`src/rtl/prio_enc_pkg.sv`:
```
// Shared definitions for the registered priority encoder / arbiter.
//   MODE_FIXED, MODE_RR : values for the RR parameter of prio_encoder_arb
//   MAX_N, MAX_W        : largest supported request count and its index width
//   onehot_of()         : one-hot vector (MAX_N wide) from an index
package prio_enc_pkg;

  localparam int unsigned MODE_FIXED = 0;
  localparam int unsigned MODE_RR    = 1;

  localparam int unsigned MAX_N = 64;
  localparam int unsigned MAX_W = 6;

  // One-hot decode; callers truncate the result to their own width.
  function automatic logic [MAX_N-1:0] onehot_of(input logic [MAX_W-1:0] idx);
    logic [MAX_N-1:0] r;
    r      = '0;
    r[idx] = 1'b1;
    return r;
  endfunction

endpackage

```
`src/rtl/prio_encoder_arb_pick.sv`:
```
// Combinational wrap-around priority search.
// Finds the highest set bit of vec at or below start; if none, continues from
// N-1 downward to start+1. Only indices 0..N-1 are ever visited, so the wrap
// is modulo N even when N is not a power of two.
//   vec   : candidate vector (N bits)
//   start : first index examined (must be < N)
//   found : any bit of vec set
//   idx   : selected index (0 when found=0)
module prio_pick
  import prio_enc_pkg::*;
#(
  parameter int unsigned N = 8
) (
  input  logic [N-1:0]         vec,
  input  logic [$clog2(N)-1:0] start,
  output logic                 found,
  output logic [$clog2(N)-1:0] idx
);

  localparam int unsigned W = $clog2(N);

  // Walk downward from start, first hit wins.
  always_comb begin
    logic [W-1:0] pos;
    found = 1'b0;
    idx   = '0;
    pos   = start;
    for (int k = 0; k < int'(N); k++) begin
      if (!found && vec[pos]) begin
        found = 1'b1;
        idx   = pos;
      end
      pos = (pos == '0) ? W'(N - 1) : pos - W'(1);
    end
  end

endmodule

```
`src/rtl/prio_encoder_arb.sv`:
```
// Registered priority encoder / arbiter with a one-entry valid/ready slot.
// Requests are captured into a sticky pending register; each cycle the slot
// (when free or being consumed) loads one index picked from pending|req,
// either by fixed priority (highest index) or round-robin.
//   clk        : system clock, rising edge
//   rst        : asynchronous active-high reset (deassertion synchronised)
//   req_i      : request lines; a high bit in any cycle registers one request
//   out_ready  : consumer accepts the slot this cycle
//   out_valid  : slot holds a selected index
//   out_idx    : selected request index
//   out_onehot : one-hot of out_idx, 0 when out_valid=0
//   pending    : requests registered but not yet loaded into the slot
//   busy       : out_valid | (|pending)
module prio_encoder_arb
  import prio_enc_pkg::*;
#(
  parameter  int unsigned N  = 8,
  parameter  int unsigned RR = MODE_FIXED,
  localparam int unsigned W  = $clog2(N)
) (
  input  logic         clk,
  input  logic         rst,
  input  logic [N-1:0] req_i,
  input  logic         out_ready,
  output logic         out_valid,
  output logic [W-1:0] out_idx,
  output logic [N-1:0] out_onehot,
  output logic [N-1:0] pending,
  output logic         busy
);

  // Reset: asserts immediately, releases two clocks after rst falls.
  logic [1:0] rst_sync;
  logic       rst_int;

  always_ff @(posedge clk or posedge rst) begin
    if (rst) rst_sync <= 2'b11;
    else     rst_sync <= {rst_sync[0], 1'b0};
  end

  assign rst_int = rst_sync[1];

  logic [W-1:0] last;

  logic [N-1:0] cand;
  logic [W-1:0] start;
  logic         found;
  logic [W-1:0] pick;
  logic [N-1:0] pick_oh;
  logic         load;
  logic         consume;

  logic         valid_n;
  logic [W-1:0] idx_n;
  logic [N-1:0] onehot_n;
  logic [N-1:0] pending_n;
  logic         busy_n;
  logic [W-1:0] last_n;

  // This cycle's requests are eligible immediately.
  assign cand = pending | req_i;

  // Round-robin resumes just below the last grant; last=0 starts at N-1.
  always_comb begin
    start = W'(N - 1);
    if (RR == MODE_RR) begin
      start = (last == '0) ? W'(N - 1) : last - W'(1);
    end
  end

  prio_pick #(
    .N (N)
  ) u_pick (
    .vec   (cand),
    .start (start),
    .found (found),
    .idx   (pick)
  );

  assign pick_oh = N'(onehot_of(MAX_W'(pick)));
  assign consume = out_valid & out_ready;
  assign load    = (~out_valid | out_ready) & found;

  // Slot, pending and pointer next-state.
  always_comb begin
    valid_n  = out_valid;
    idx_n    = out_idx;
    onehot_n = out_onehot;
    last_n   = last;
    if (load) begin
      valid_n  = 1'b1;
      idx_n    = pick;
      onehot_n = pick_oh;
      last_n   = pick;
    end else if (consume) begin
      valid_n  = 1'b0;
      idx_n    = '0;
      onehot_n = '0;
    end
    // A request on the loading bit merges into the load; a request on the
    // held (non-loading) bit stays pending as a fresh request.
    pending_n = cand & ~(load ? pick_oh : '0);
    busy_n    = valid_n | (|pending_n);
  end

  always_ff @(posedge clk or posedge rst_int) begin
    if (rst_int) begin
      out_valid  <= 1'b0;
      out_idx    <= '0;
      out_onehot <= '0;
      pending    <= '0;
      busy       <= 1'b0;
      last       <= '0;
    end else begin
      out_valid  <= valid_n;
      out_idx    <= idx_n;
      out_onehot <= onehot_n;
      pending    <= pending_n;
      busy       <= busy_n;
      last       <= last_n;
    end
  end

endmodule

```
`config.mk`:
```
export PLATFORM = sky130hd
export DESIGN_NAME = prio_encoder_arb
export DESIGN_NICKNAME = d
export VERILOG_FILES = /design/src/rtl/prio_enc_pkg.sv /design/src/rtl/prio_encoder_arb_pick.sv /design/src/rtl/prio_encoder_arb.sv
export SDC_FILE = /design/constraint.sdc
export NUM_CORES = 1
export LEC_CHECK = 0
export CAP_MARGIN = 20
export CORE_UTILIZATION = 44
export CTS_CLUSTER_DIAMETER = 200
export DETAILED_ROUTE_END_ITERATION = 8
export GPL_ROUTABILITY_DRIVEN = 1
export PLACE_DENSITY = 0.88
export SYNTH_ARGS = -nofsm -noshare
export SYNTH_HDL_FRONTEND = slang
export SYNTH_SLANG_ARGS = --single-unit
```
`constraint.sdc`:
```
create_clock -name clk -period 0.8 [get_ports clk]
set_input_delay 0.16 -clock clk [delete_from_list [all_inputs] [get_ports clk]]
set_output_delay 0.16 -clock clk [all_outputs]
set_load 0.01 [all_outputs]
```
==> results by group, run 1 <==
Global route
  – Initial antenna violation count: 0
  – Largest net degree at the start of global routing: 22

Synthesis
  – Synth Warn #: 0
  – Mean post-synth cell area: 11.71 um^2
  – Syn Nets: 92
  – Post-synth top area cell: dfrtp_1
  – Seq/Total Area, Yosys: roughly 61%
  – Distinct cells, synth: 24
  – Syn Inst Count: 81
  – Top-count cell post-synth: dfrtp_1
  – Yosys reg bits: 23
  – EDFF count, synth: 0
  – Ys flop type: dfrtp_1
  – Asr flop ratio synth: 100.0%
  – Post-synth top area share: 55.41%
  – Synth top cells by count: dfrtp_1, nor2_1, a21oi_1
  – Cell area after synthesis: roughly 950 um^2
  – Synth area leaders: dfrtp_1, dfstp_2, nor2_1

Placement
  – DP Area: 1618 um^2
  – Pre-CTS WS: -1.065 ns
  – Final HPWL DP: between 2 and 2.5 mm
  – I/O Buffers: 31
  – Final Wtd Congestion: 0.8487

Clock tree
  – H-tree levels: 1
  – Root Driver: clkbuf_4
  – Bufs on Longest Clock Path: 2
  – TritonCTS Buffers: 3
  – Total clock sinks: 23

Floorplan
  – Die span in y: ~48 um
  – Chip width: about 48 um
  – Rows: 16
  – IO Pins: 32
  – Initial Util: 47.38%

Outcome
  – Log Error: [ERROR DPL-0033] detailed placement checks failed during check placement.
  – Run status: stopped before the end
  – Failing step: global routing (5_1_grt)

STA
  – Worst End Pin Type: register data pin
  – GRT worst endpoint: out_onehot[1]$_DFFE_PP0P_/D
[stage by stage]
| stage | instances | utilization (%) | TNS [ns] |
|---|---|---|---|
| after floorplan | 81 | - | -11.44 |
| after global placement | 177 | 80.81 | -22.44 |
| after detailed placement | 177 | 80.81 | -24.06 |
| after CTS | 195 | 91.38 | -17.78 |
[repair_timing]
| action | CTS |
|---|---|
| pin swaps | 8 |
| gates resized for setup | 128 |
| hold buffers | 0 |
| buffers inserted | 15 |
| setup endpoints to repair | 42 |
[cells by family after synthesis]
logic type,synth area share [%]
flip-flops,60.95
AND/OR/NAND/NOR,14.91
other,0.3954
buffers and inverters,1.187
AO/OA/AOI/OAI,22.56
==> inputs of run 2 (changes only) <==
--- a/config.mk
+++ b/config.mk
@@ -6,11 +6,11 @@
 export NUM_CORES = 1
 export LEC_CHECK = 0
 export CAP_MARGIN = 20
-export CORE_UTILIZATION = 44
-export CTS_CLUSTER_DIAMETER = 200
+export CORE_AREA = 2 2 63 65
 export DETAILED_ROUTE_END_ITERATION = 8
+export DIE_AREA = 0 0 65 67
 export GPL_ROUTABILITY_DRIVEN = 1
-export PLACE_DENSITY = 0.88
+export PLACE_DENSITY_LB_ADDON = 0.15
 export SYNTH_ARGS = -nofsm -noshare
 export SYNTH_HDL_FRONTEND = slang
 export SYNTH_SLANG_ARGS = --single-unit
==> run 2 against run 1 <==
  * Area after synthesis stayed put
  * The flow now finishes, with violations (setup timing)
  * Synthesized cell count stayed put
==> results by group, run 2 <==
STA
  – Final Setup Violations: 42
  – Max Slew Vio Count: 0
  – Setup_tns: -16.36 ns
  – Fmax: 671.3 MHz
  – Period minus WS final: approximately 1.5 ns
  – PnR worst setup slack: -0.6897 ns
  – RSZ-0062 raised after global routing: true
  – Final hold violations: 0
  – Layout Skew: 0.01163 ns
  – Tcrit/Tclk final: 186.2%

Synthesis
  – Syn Inst Count: 81
  – Synth area leaders: dfrtp_1, dfstp_2, nor2_1
  – Post-synth top area cell: dfrtp_1
  – Top-count cell post-synth: dfrtp_1
  – Syn Nets: 92
  – Distinct cells, synth: 24
  – Ys flop type: dfrtp_1
  – Cell area after synthesis: ~950 um^2
  – Synth Warn #: 0
  – EDFF count, synth: 0
  – Post-synth top area share: 55.41%
  – Seq/Total Area, Yosys: about three fifths
  – Asr flop ratio synth: 100.0%
  – Synth top cells by count: dfrtp_1, nor2_1, a21oi_1
  – Mean post-synth cell area: 11.71 um^2
  – Yosys reg bits: 23

Floorplan
  – Rows: 22
  – Core area: between 3000 and 4000 um^2
  – Initial Util: between 20% and 30%
  – Die area: between 4000 and 5000 um^2
  – Chip width: between 60 and 70 um
  – Die span in y: 67 um
  – IO Pins: 32

Worst setup path
  – Critical Path Stages: 5
  – R2r setup slk: -0.69 ns
  – Critical path capture point type: register
  – Crit path from: pending[0]$_DFF_PP0_
  – CP top delay family: simple AND/OR/NAND/NOR gates
  – Kind of critical path: register to register
  – CP required: 1.00 ns
  – Worst path max stage delay: roughly 0.4 ns
  – Buf/Inv on CP: 1
  – Worst R2R Path Depth: 5
  – Crit path arrival time: between 1.5 and 2 ns
  – CP max FO: 5
  – Crit path cell chain: nor4_4, nand2b_2, o41ai_4, buf_4, a22o_1
  – RR Startpoint: pending[0]$_DFF_PP0_
  – Critical Path End: out_idx[0]$_DFFE_PP0P_
  – Startpoint Class: register
  – Reg2reg end: out_idx[0]$_DFFE_PP0P_
  – Slowest-stage cell, CP: dfrtp_1

Final layout
  – Fillcell total: 360
  – Final core utilization: between 50% and 60%
  – Layout Nets: approximately 170
  – Area Overhead vs Synth: 92.35%
  – # diodes: 0
  – Commonest cells after routing, fill and taps aside: buf_4, dfrtp_1, buf_2
  – Most common cell after layout, fill and taps aside: buf_4
  – Layout cells sized above 1: about 64%
  – Biggest regs: out_onehot: 8 flops, pending: 8 flops, out_idx: 3 flops

Outcome
  – Run status: complete, but fails checks
  – Failing checks: setup timing

Hold path
  – Worst hold path class: primary input to asynchronous set/reset pin

Routing
  – DRT Wirelength: 2.758 mm
  – Vias per inst: approximately 4.6
  – Avg WL per Cell: roughly 13 um
  – DR pass1 iterations: 4
  – Number of DRC markers in iteration 0: 27
  – Antenna-violating nets left: 0
  – Via count: approximately 950
  – DRC Markers: 0

Clock tree
  – Root Driver: clkbuf_8
  – Hold buffer count at CTS: 0
  – Worst skew pair latency: around 0.27 ns
  – Bufs on Longest Clock Path: 2
  – CTS clk-pin slew, worst paths: ~0.090 ns
  – TritonCTS Buffers: 3
  – H-tree levels: 1
  – CTS tree: built
  – Total clock sinks: 23

Placement
  – Final Wtd Congestion: 0.7555
  – Final HPWL DP: between 1.5 and 2 mm
  – I/O Buffers: 31

Global route
  – All-Layer GR Usage: between 10% and 20%
  – Grt total ovfl: 0
  – Initial antenna violation count: 0
  – First-pass GRT wire length: ~4.4 mm
  – Largest net degree at the start of global routing: 22
  – Vias in the first global route: between 900 and 1k

Power and ir drop
  – P_leak: approximately 0.81 nW
  – Peak supply drop: ~1.1 mV
  – P per Cell Area: about 1300 nW/um^2

Flow run
  – Max-cap viol count: 0
run 2: cell counts after synthesis:
No cell type changed its count.
run 2: cells by family after synthesis:
kind of cell	count (synthesis)	share of synthesized area [%]
AO/OA/AOI/OAI	27	22.56
buffers and inverters	3	1.187
flip-flops	23	60.95
other	1	0.3954
AND/OR/NAND/NOR	27	14.91
run 2: routing by layer:
layer / track usage, % / up-vias / share of wire (%)
met4: 2.394 / 0 / 0.76
met2: 23.71 / 21 / 51
li1: - / 461 / -
met3: 3.547 / 2 / 4.1
met1: 17.09 / 468 / 44
met5: 0 / - / 0
run 2: layout make-up:
type | count | area, um^2 | area share [%]
Timing Repair Buffer | 76 | 621.8 | 34.09
Sequential cell | 23 | 580.6 | 31.82
Multi-Input combinational cell | 55 | 508.0 | 27.85
Tap cell | 48 | 60.06 | 3.292
Clock buffer | 3 | 41.29 | 2.263
Inverter | 2 | 7.507 | 0.4115
Clock inverter | 1 | 5.005 | 0.2743
run 2: worst min path at each step:
stage                     startpoint                     end  slack, ns  depth (start not counted)
2_1_floorplan                    rst   rst_sync[0]$_DFF_PP1_       0.07                          1
3_3_place_gp   rst_sync[1]$_DFF_PP1_  out_idx[0]$_DFFE_PP0P_       0.27                          2
3_5_place_dp   rst_sync[1]$_DFF_PP1_  out_idx[0]$_DFFE_PP0P_       0.27                          2
4_1_cts                          rst   rst_sync[0]$_DFF_PP1_       0.21                          2
5_1_grt                          rst   rst_sync[1]$_DFF_PP1_       0.24                          2
6_report                         rst   rst_sync[0]$_DFF_PP1_       0.22                          2
run 2: report_power, final:
part	internal, mW	switching (mW)
registers	1.21	0.0311
logic	0.225	0.179
clock network	0.347	0.372
run 2: stage by stage:
step	cells	power [mW]	hold slack, ns	setup slack [ns]	area (um^2)
floorplan	81	1.378	0.07150	-0.7298	982.2
global placement	191	1.617	0.2653	-0.9445	1592
detailed placement	191	1.620	0.2682	-0.9833	1592
CTS	202	2.366	0.2141	-0.6928	1675
global route	208	2.497	0.2381	-0.8098	1824
finish	208	2.363	0.2213	-0.6897	1824
run 2: what timing repair did:
action                     in CTS  in global routing
setup buffers                   9                  6
gates resized for setup       106                 23
cloned                          0                  0
pin swaps                       7                 11
setup endpoints to repair      42                 42
run 2: worst reg2reg max path: stages (launching register included):
cell and delay [ns]:
dfrtp_1 0.41, nor4_4 0.31, nand2b_2 0.12, o41ai_4 0.24, buf_4 0.20, a22o_1 0.14
No activity file was read; power rests on OpenSTA's default activity.
==> inputs of run 3 (changes only) <==
--- a/config.mk
+++ b/config.mk
@@ -6,9 +6,9 @@
 export NUM_CORES = 1
 export LEC_CHECK = 0
 export CAP_MARGIN = 20
-export CORE_AREA = 2 2 63 65
+export CORE_AREA = 5 5 66 68
 export DETAILED_ROUTE_END_ITERATION = 8
-export DIE_AREA = 0 0 65 67
+export DIE_AREA = 0 0 71 73
 export GPL_ROUTABILITY_DRIVEN = 1
 export PLACE_DENSITY_LB_ADDON = 0.15
 export SYNTH_ARGS = -nofsm -noshare
==> constraint.sdc (replaced) <==
create_clock -name clk -period 1.5 [get_ports clk]
set_input_delay 0.3 -clock clk [delete_from_list [all_inputs] [get_ports clk]]
set_output_delay 0.3 -clock clk [all_outputs]
set_load 0.01 [all_outputs]
==> run 3 against run 2 <==
  * The run still ends with setup timing left
  * Largest power group unchanged
  * Wire length shrank 1.5%
  * Critical path depth grew 1
  * Worst setup slack gained 0.67 ns
  * Sequential share of layout area grew 1.2 points
  * Sequential power shrank 47%
  * Clock skew shrank 0.011 ns
  * Total power shrank 47%
==> results by group, run 3 (synthesized netlist as in run 2, its figures left out) <==
STA
  – Final hold violations: 0
  – Fmax: around 660 MHz
  – Max Slew Vio Count: 0
  – PnR worst setup slack: -0.02242 ns
  – Final Setup Violations: 3
  – Period minus WS final: 1.522 ns
  – RSZ-0062 raised after global routing: true
  – Tcrit/Tclk final: 101.5%
  – Setup_tns: -0.05393 ns
  – Layout Skew: a little under 0.0009 ns

Final layout
  – Most common cell after layout, fill and taps aside: buf_4
  – Fillcell total: between 300 and 400
  – Biggest regs: out_onehot: 8 flops, pending: 8 flops, out_idx: 3 flops
  – Area Overhead vs Synth: 84.96%
  – # diodes: 0
  – Layout Nets: approximately 160
  – Commonest cells after routing, fill and taps aside: buf_4, dfrtp_1, dlygate4sd2_1
  – Final core utilization: a little under half
  – Layout cells sized above 1: 44.08%
  – FF/Latch Area: between 500 and 600 um^2
  – Multi-input gate area: around 460 um^2

Global route
  – All-Layer GR Usage: roughly 11%
  – Largest net degree at the start of global routing: 22
  – Grt total ovfl: 0
  – First-pass GRT wire length: 4.416 mm
  – Vias in the first global route: ~950
  – Initial antenna violation count: 0

Outcome
  – Failing checks: setup timing
  – Run status: complete, but fails checks

Routing
  – DR pass1 iterations: 4
  – Avg WL per Cell: 13.46 um
  – DRT Wirelength: approximately 2.7 mm
  – Antenna-violating nets left: 0
  – Vias per inst: approximately 4.3
  – Via count: approximately 880
  – DRC Markers: 0
  – Number of DRC markers in iteration 0: 26

Power and ir drop
  – Peak supply drop: roughly 0.36 mV
  – P per Cell Area: around 700 nW/um^2
  – P_leak: between 0.8 and 0.9 nW

Clock tree
  – H-tree levels: 1
  – Total clock sinks: 23
  – Worst skew pair latency: approximately 0.26 ns
  – Bufs on Longest Clock Path: 2
  – Root Driver: clkbuf_8
  – CTS tree: built
  – Hold buffer count at CTS: 0
  – TritonCTS Buffers: 3
  – CTS clk-pin slew, worst paths: ~0.08 ns

Worst setup path
  – CP required: roughly 1.7 ns
  – Startpoint Class: primary input
  – Crit path arrival time: about 1.7 ns
  – CP max FO: 4
  – Kind of critical path: primary input to register
  – Critical path capture point type: register

Flow run
  – Max-cap viol count: 0

Floorplan
  – Rows: 23
  – Die span in y: between 70 and 80 um
  – Die area: between 5000 and 6000 um^2
  – IO Pins: 32
  – Initial Util: 24.97%
  – Chip width: 71 um
  – Core area: about 3800 um^2

Placement
  – Final Wtd Congestion: between 0.7 and 0.8
  – I/O Buffers: 31
  – Final HPWL DP: ~2.0 mm

Hold path
  – Worst hold path class: register to asynchronous set/reset pin
==> run 3: cell types whose count changed in the layout (fill, tap and decap cells not counted), sizes merged <==
cell           change
buf               -29
dlygate4sd2       +12
dlymetal6s2s      +10
clkbuf             +1
clkdlybuf4s50      -1
clkinv             -1
==> run 3: per-stage QoR <==
step	cell area [um^2]	std cells	total power, mW	hold WS (ns)	worst slack [ns]
floorplan	953.4	81	0.7301	0.2115	-0.04156
global placement	1525	188	0.8528	0.2844	-0.3738
detailed placement	1525	188	0.8532	0.2951	-0.4385
CTS	1662	199	1.254	0.3028	-0.04451
global route	1754	202	1.308	0.3208	-0.09520
finish	1754	202	1.247	0.2882	-0.02242
==> run 3: final cells by class <==
class | count | share of cell area, %
timing repair buffer | 68 | 34.02
sequential | 23 | 33.02
multi-input combinational | 55 | 26.39
tap | 50 | 3.566
clock buffer | 4 | 2.568
inverter | 2 | 0.4280
==> run 3: worst paths after layout <==
kind | end | from | cells after the start | slack [ns]
worst min register to register | out_onehot[0]$_DFFE_PP0P_ | rst_sync[1]$_DFF_PP1_ | 2 | 0.29
min in group clk | rst_sync[1]$_DFF_PP1_ | rst_sync[0]$_DFF_PP1_ | 0 | 0.36
worst max-delay path | out_idx[0]$_DFFE_PP0P_ | req_i[3] | 6 | -0.02
worst min-delay path | out_onehot[0]$_DFFE_PP0P_ | rst_sync[1]$_DFF_PP1_ | 2 | 0.29
max in group asynchronous | pending[4]$_DFF_PP0_ | rst_sync[1]$_DFF_PP1_ | 2 | 0.97
worst max register to register | out_onehot[1]$_DFFE_PP0P_ | pending[7]$_DFF_PP0_ | 6 | -0.02
==> run 3: what timing repair did <==
item	CTS	global route
resized for setup	26	20
buffers inserted	7	3
pin swaps	11	5
endpoints found under the setup margin	25	25
==> run 3: critical path, stage by stage <==
cell	delay [ns]
clkdlybuf4s50_1	0.43
nor2_2	0.19
nand2_2	0.14
o41ai_4	0.33
buf_4	0.20
a22o_1	0.14
==> run 3: per-layer routing <==
metal	global-route usage [%]	up-vias	wire, um
met3	2.204	6	111
met1	13.50	411	1163
met5	0	-	0
li1	-	443	-
met2	18.74	15	1391
met4	5.010	0	52
==> run 3: power by group <==
| part | switching, mW | internal (mW) | total, mW |
|---|---|---|---|
| logic | 0.0913 | 0.108 | 0.200 |
| clock network | 0.198 | 0.190 | 0.388 |
| registers | 0.0164 | 0.644 | 0.660 |
